File: src/rtl/core_launch_controller_if.sv
// rtl/core_launch_controller_if.sv - HPS control-window bus for core_launch_controller
//
// Purpose: groups the register-window signals of the HPS control slave port.
// Ports:
//   address_control   master->slave  register select (8 words)
//   data_in_control   master->slave  write data
//   write_control     master->slave  write strobe, one write per cycle
//   read_control      master->slave  read strobe
//   data_out_control  slave->master  registered read data (1-cycle latency)
interface core_launch_controller_if #(
  parameter int WIDTH = 32
) ();
  logic [2:0]       address_control;
  logic [WIDTH-1:0] data_in_control;
  logic             write_control;
  logic             read_control;
  logic [WIDTH-1:0] data_out_control;

  modport master (
    output address_control, data_in_control, write_control, read_control,
    input  data_out_control
  );

  modport slave (
    input  address_control, data_in_control, write_control, read_control,
    output data_out_control
  );
endinterface

File: src/rtl/core_launch_controller.sv
// rtl/core_launch_controller.sv - launch sequencer for the videocard compute cores
//
// Purpose: latches the per-core enables on a start command, pulses core_start,
// holds core_run until every active core has reported done (or the watchdog
// expires), counts run cycles and raises a sticky finish interrupt.
// Ports:
//   clk               single clock
//   reset_sink_reset  synchronous active-high reset
//   ctrl              control register window (slave modport)
//   core_done         per-core done, pulse or level
//   core_start        one-cycle launch pulse per active core
//   core_run          high per active core while the run is in progress
//   irq               finish interrupt, mirrors STATUS bit0
module core_launch_controller #(
  parameter int CORES   = 4,
  parameter int WIDTH   = 32,
  parameter int TIMEOUT = 0
) (
  input  logic                     clk,
  input  logic                     reset_sink_reset,
  core_launch_controller_if.slave  ctrl,
  input  logic [CORES-1:0]         core_done,
  output logic [CORES-1:0]         core_start,
  output logic [CORES-1:0]         core_run,
  output logic                     irq
);

  typedef enum logic [1:0] {IDLE, LAUNCH, RUN, FINISH} state_e;

  state_e           state_q, state_d;
  logic [CORES-1:0] en_q, en_d;
  logic [CORES-1:0] active_q, active_d;
  logic [CORES-1:0] done_seen_q, done_seen_d;
  logic [CORES-1:0] start_q, start_d;
  logic [CORES-1:0] run_q, run_d;
  logic             fin_q, fin_d;
  logic             tmo_q, tmo_d;
  logic [31:0]      cycles_q, cycles_d;
  logic [WIDTH-1:0] rdata_q, rdata_d;

  logic             start_req;
  logic [CORES-1:0] done_now;
  logic             complete;
  logic             expire;
  logic             unused_wdata;

  assign unused_wdata = ^ctrl.data_in_control[WIDTH-1:1];

  assign start_req = ctrl.write_control && (ctrl.address_control == 3'd0) &&
                     ctrl.data_in_control[0];
  assign done_now  = done_seen_q | (core_done & active_q);
  assign complete  = (done_now == active_q);
  assign expire    = (TIMEOUT != 0) && (cycles_q == 32'(TIMEOUT - 1));

  always_comb begin
    state_d     = state_q;
    en_d        = en_q;
    active_d    = active_q;
    done_seen_d = done_seen_q;
    start_d     = '0;
    run_d       = run_q;
    fin_d       = fin_q;
    tmo_d       = tmo_q;
    cycles_d    = cycles_q;
    rdata_d     = rdata_q;

    if (ctrl.write_control) begin
      for (int i = 0; i < CORES; i++) begin
        if (ctrl.address_control == 3'(i + 2)) en_d[i] = ctrl.data_in_control[0];
      end
      if ((ctrl.address_control == 3'd1) && !ctrl.data_in_control[0]) begin
        fin_d = 1'b0;
        tmo_d = 1'b0;
      end
    end

    // Status sets below come after the software clear so a same-cycle set wins.
    case (state_q)
      IDLE: begin
        if (start_req) begin
          active_d    = en_q;
          done_seen_d = '0;
          cycles_d    = '0;
          start_d     = en_q;
          state_d     = LAUNCH;
        end
      end
      LAUNCH: begin
        if (active_q == '0) begin
          fin_d   = 1'b1;
          state_d = FINISH;
        end else begin
          run_d   = active_q;
          state_d = RUN;
        end
      end
      RUN: begin
        cycles_d    = (cycles_q == 32'hFFFF_FFFF) ? cycles_q : cycles_q + 32'd1;
        done_seen_d = done_now;
        // Completion is tested first so it beats a watchdog expiry in the same cycle.
        if (complete) begin
          fin_d   = 1'b1;
          run_d   = '0;
          state_d = FINISH;
        end else if (expire) begin
          fin_d   = 1'b1;
          tmo_d   = 1'b1;
          run_d   = '0;
          state_d = FINISH;
        end
      end
      FINISH: state_d = IDLE;
      default: state_d = IDLE;
    endcase

    if (ctrl.read_control) begin
      rdata_d = '0;
      for (int i = 0; i < CORES; i++) begin
        if (ctrl.address_control == 3'(i + 2)) rdata_d = WIDTH'(en_q[i]);
      end
      case (ctrl.address_control)
        3'd0:    rdata_d = WIDTH'(state_q != IDLE);
        3'd1:    rdata_d = WIDTH'({tmo_q, fin_q});
        3'd6:    rdata_d = WIDTH'(cycles_q);
        3'd7:    rdata_d = WIDTH'(done_seen_q);
        default: ;
      endcase
    end
  end

  always_ff @(posedge clk) begin
    if (reset_sink_reset) begin
      state_q     <= IDLE;
      en_q        <= '0;
      active_q    <= '0;
      done_seen_q <= '0;
      start_q     <= '0;
      run_q       <= '0;
      fin_q       <= 1'b0;
      tmo_q       <= 1'b0;
      cycles_q    <= '0;
      rdata_q     <= '0;
    end else begin
      state_q     <= state_d;
      en_q        <= en_d;
      active_q    <= active_d;
      done_seen_q <= done_seen_d;
      start_q     <= start_d;
      run_q       <= run_d;
      fin_q       <= fin_d;
      tmo_q       <= tmo_d;
      cycles_q    <= cycles_d;
      rdata_q     <= rdata_d;
    end
  end

  assign ctrl.data_out_control = rdata_q;
  assign core_start            = start_q;
  assign core_run              = run_q;
  assign irq                   = fin_q;

endmodule

File: src/flat_wrapper.sv
// flat-port wrapper written by rule: the top's interface ports become plain ports
module core_launch_controller_flat 
#(
  parameter int CORES   = 4,
  parameter int WIDTH   = 32,
  parameter int TIMEOUT = 0
)
  (clk, reset_sink_reset, core_done, core_start, core_run, irq, ctrl_address_control, ctrl_data_in_control, ctrl_write_control, ctrl_read_control, ctrl_data_out_control);
  core_launch_controller_if #(.WIDTH(WIDTH)) ctrl_i ();
  input  logic clk;
  input  logic reset_sink_reset;
  input  logic [CORES-1:0] core_done;
  output logic [CORES-1:0] core_start;
  output logic [CORES-1:0] core_run;
  output logic irq;
  input wire logic [$bits(ctrl_i.address_control)-1:0] ctrl_address_control;
  input wire logic [$bits(ctrl_i.data_in_control)-1:0] ctrl_data_in_control;
  input wire logic [$bits(ctrl_i.write_control)-1:0] ctrl_write_control;
  input wire logic [$bits(ctrl_i.read_control)-1:0] ctrl_read_control;
  output wire logic [$bits(ctrl_i.data_out_control)-1:0] ctrl_data_out_control;
  assign ctrl_i.address_control = ctrl_address_control;
  assign ctrl_i.data_in_control = ctrl_data_in_control;
  assign ctrl_i.write_control = ctrl_write_control;
  assign ctrl_i.read_control = ctrl_read_control;
  assign ctrl_data_out_control = ctrl_i.data_out_control;
  core_launch_controller #(.CORES(CORES), .WIDTH(WIDTH), .TIMEOUT(TIMEOUT)) u_core (.clk(clk), .reset_sink_reset(reset_sink_reset), .ctrl(ctrl_i), .core_done(core_done), .core_start(core_start), .core_run(core_run), .irq(irq));
endmodule
File: config.mk
export PLATFORM = sky130hd
export DESIGN_NAME = core_launch_controller_flat
export DESIGN_NICKNAME = d
export VERILOG_FILES = /design/src/rtl/core_launch_controller_if.sv /design/src/rtl/core_launch_controller.sv /design/src/flat_wrapper.sv
export SDC_FILE = /design/constraint.sdc
export NUM_CORES = 1
export LEC_CHECK = 0
export CAP_MARGIN = 20
export CELL_PAD_IN_SITES_DETAIL_PLACEMENT = 1
export CELL_PAD_IN_SITES_GLOBAL_PLACEMENT = 1
export CORE_UTILIZATION = 30
export CTS_CLUSTER_DIAMETER = 30
export DETAILED_ROUTE_END_ITERATION = 10
export PLACE_DENSITY_LB_ADDON = 0.1
export SLEW_MARGIN = 20
export SYNTH_ARGS = -nofsm -noshare
export SYNTH_HDL_FRONTEND = slang
export SYNTH_SLANG_ARGS = --single-unit
File: constraint.sdc
create_clock -name clk -period 5.76 [get_ports clk]
set_input_delay 1.44 -clock clk [delete_from_list [all_inputs] [get_ports clk]]
set_output_delay 1.44 -clock clk [all_outputs]
set_load 0.005 [all_outputs]
==> impl_results.md <==
- Slew @ Worst Pin: 841 ps
- Flop pwr share: 0.440
- IO Count: 84
- GRT Total Usage: 0.178
- Setup TNS: 0 ps
- WHS Endpoint: u_core.core_run[1]$_SDFFE_PP0P_
- N_diodes: 0
- Worst hold path startpoint: u_core.core_run[1]$_SDFFE_PP0P_
- CTS buffer count: 9
- Endpoint required time on the critical path: 6040 ps
- Syn-to-layout area delta: 24.4%
- Slowest stage cell, crit path: clkdlybuf4s50_1
- Distinct cells, synth: 54
- Commonest non-fill, non-tap cell in the layout: dfxtp_1
- Setup violations, final: 0
- Synth Flop Type: dfxtp_1
- Die width: 119 um
- P_int: 1.05 mW
- Via Count: 3624
- Hold WC Path Type: reg -> reg
- Syn Area/Cell: 8.52 sq um
- Clk root buf: clkbuf_16
- Vias in the first global route: 3589
- Post-synth ARST share: 0
- Placement Cell Area: 4760 sq um
- Arrival @ worst endpoint: 4020 ps
- Routed vias/inst: 5.15
- Final max-slew violation count: 0
- Clock skew: 4.50 ps
- Synth Register Bits: 87
- Synth Instances: 480
- Finished Core Util: 0.384
- Cell row count: 42
- Core footprint: 13200 sq um
- GRT overflow: 0
- Clock Sinks: 87
- Initial antenna violation count: 0
- Die Span Y: 119 um
- Critical path peak fanout: 14
- Sequential share of the synthesized area: 0.426
- CP Capture Type: flip-flop
- # hold bufs at CTS: 0
- Switch share: 0.256
- Routed Antenna Nets: 0
- Final hold vios: 0
- Global-route wire length before repair: 19400 um
- Peak supply drop: 0.191 mV
- Hpwl dp: 8010 um
- Drt wl/cell: 16.6 um
- Die area: 14100 sq um
- EDFF count, synth: 0
- Warnings from Yosys: 0
- Final worst path period share: 0.650
- Layout cells sized above 1: 0.0890
- Clock transition at path regs: 60 ps
- Most frequent cells in the layout: dfxtp_1, nor2_1, a21oi_1, clkdlybuf4s50_1, nand2_1
- Htree depth: 3
- Final instance area: 5080 sq um
- CP peak stage delay: 680 ps
- Yosys top cell area share: 0.426
- Rel. slew slack: 0.435
- Crit path max-delay family: simple AND/OR/NAND/NOR gates
- RePlAce Congestion: 0.753
- Mapped cell area: 4090 sq um
- Post-CTS Resized: 0
- WL final: 11700 um
- Leading area contributor after synthesis: dfxtp_1
- CP Launch Type: primary input
- CP Class: in -> reg
- Net Switching: 362 uW
- Initial Util: 0.309
- CP bufs+invs: 1
- Iter 0 DRT Violations: 175
- Largest net degree at the start of global routing: 52
- Synth area leaders: dfxtp_1, a21oi_1, nor2_1, nor2b_1, mux2i_1
- PortBufs: 52
- Worst path cell trace: clkdlybuf4s50_1, or3b_4, o21ai_4, nand2_1, or4_1, a21oi_1
- P_leak: 1.79 nW
- Combinational Power Share: 0.116
- R2r startpoint: u_core.state_q[0]$_SDFFE_PP0P_
- FMAX: 0.267 GHz
- Hold Crit Depth: 2
- # DRC: 0
- Register-to-register path setup slack: 3110 ps
- FF-to-FF path depth: 7
- Max_cap viols: 0
- Maximum clock insertion buffer count: 2
- Post-CTS setup buffer count: 0
- RR Endpoint: u_core.cycles_q[13]$_SDFFE_PP0P_
- Total iterations of the first detailed-routing run: 6
- Syn_nets: 528
- Status: finished, final reports clean
- Final Net Count: 571
- TritonCTS clock tree: built
- Skew-Pair Late Insertion Delay: 350 ps
- Clock network power share: 0.445
- Final min period: 3740 ps
- Unrepaired setup endpoints after global routing: false
- Pwr dens: 278 nW/um^2
cells in the mapped netlist (6+ instances only):
master and number:
or4_1 11, nor2b_1 32, dfxtp_1 87, or2_2 9, clkbuf_1 19, and2_1 6, nor2_1 59, nand2_1 34
nand4_1 20, or3_1 10, inv_1 9, o21ai_0 14, nand3_1 14, mux2i_1 17, a21oi_1 57, o31ai_1 11
worst register-to-register path: cells and delay by family (launching register included):
kind | cells | cell delay (ps)
buffers and inverters | 2 | 390
flip-flops | 1 | 330
AND/OR/NAND/NOR | 3 | 1430
AO/OA/AOI/OAI | 1 | 70
adder cells (fa/ha/maj) | 1 | 330
power groups by stage:
stage / clock network (mW) / logic [mW] / registers [mW]
2_1_floorplan: 0 / 0.105 / 0.632
3_3_place_gp: 0 / 0.156 / 0.635
3_5_place_dp: 0 / 0.161 / 0.636
4_1_cts: 0.657 / 0.163 / 0.622
5_1_grt: 0.684 / 0.180 / 0.622
6_report: 0.629 / 0.163 / 0.622
kinds of logic (layout without fill, tap and decap cells):
logic type      count (synthesis)  in the layout  share of synthesized area
simple gates                  227            227                      0.305
compound gates                106            106                      0.159
flops                          87             87                      0.426
buf+inv                        33             81                     0.0331
mux                            22             22                     0.0609
fa+ha+maj                       5              5                     0.0153
worst max-delay path by stage:
stage	startpoint	endpoint	cells after the start
2_1_floorplan	ctrl_address_control[1]	u_core.cycles_q[7]$_SDFFE_PP0P_	7
3_3_place_gp	ctrl_address_control[0]	u_core.cycles_q[6]$_SDFFE_PP0P_	5
3_5_place_dp	ctrl_address_control[0]	u_core.cycles_q[13]$_SDFFE_PP0P_	5
4_1_cts	ctrl_address_control[0]	u_core.cycles_q[13]$_SDFFE_PP0P_	5
5_1_grt	ctrl_address_control[0]	u_core.cycles_q[13]$_SDFFE_PP0P_	6
6_report	ctrl_address_control[0]	u_core.cycles_q[13]$_SDFFE_PP0P_	6
registers in the layout, summed over array words and instances (netlist names):
signal and cells:
u_core.cycles_q 32, u_core.state_q 2, u_core.done_seen_q 4, u_core.irq 1
u_core.ctrl.data_out_control 32, u_core.active_q 4, u_core.en_q 4, u_core.core_start 4
u_core.core_run 4
final cells by class:
type | instances | area [sq um]
fillers | 1582 | 8160
multi-input cells | 360 | 2230
flip-flops and latches | 87 | 1740
repair buffers | 56 | 549
clock buffers | 10 | 229
well taps | 176 | 220
clock inverters | 6 | 85.1
inverters | 9 | 33.8
through the flow:
step           worst slack, ps  power [mW]  std cells  hold WS, ps
4_1_cts                   2010        1.44        703          482
3_3_place_gp              1640       0.791        687          463
2_1_floorplan             2620       0.738        480          460
5_1_grt                   1840        1.49        704          495
6_report                  2020        1.41        704          473
3_5_place_dp              1620       0.797        687          473
layer usage:
metal | track usage | vias to the layer above | routed length (um)
met1 | 0.239 | 1743 | 5880
met2 | 0.274 | 59 | 5220
li1 | - | 1812 | -
met5 | 0 | - | 0
met4 | 0.0546 | 0 | 146
met3 | 0.0521 | 10 | 468
No activity file was read; power rests on OpenSTA's default activity.
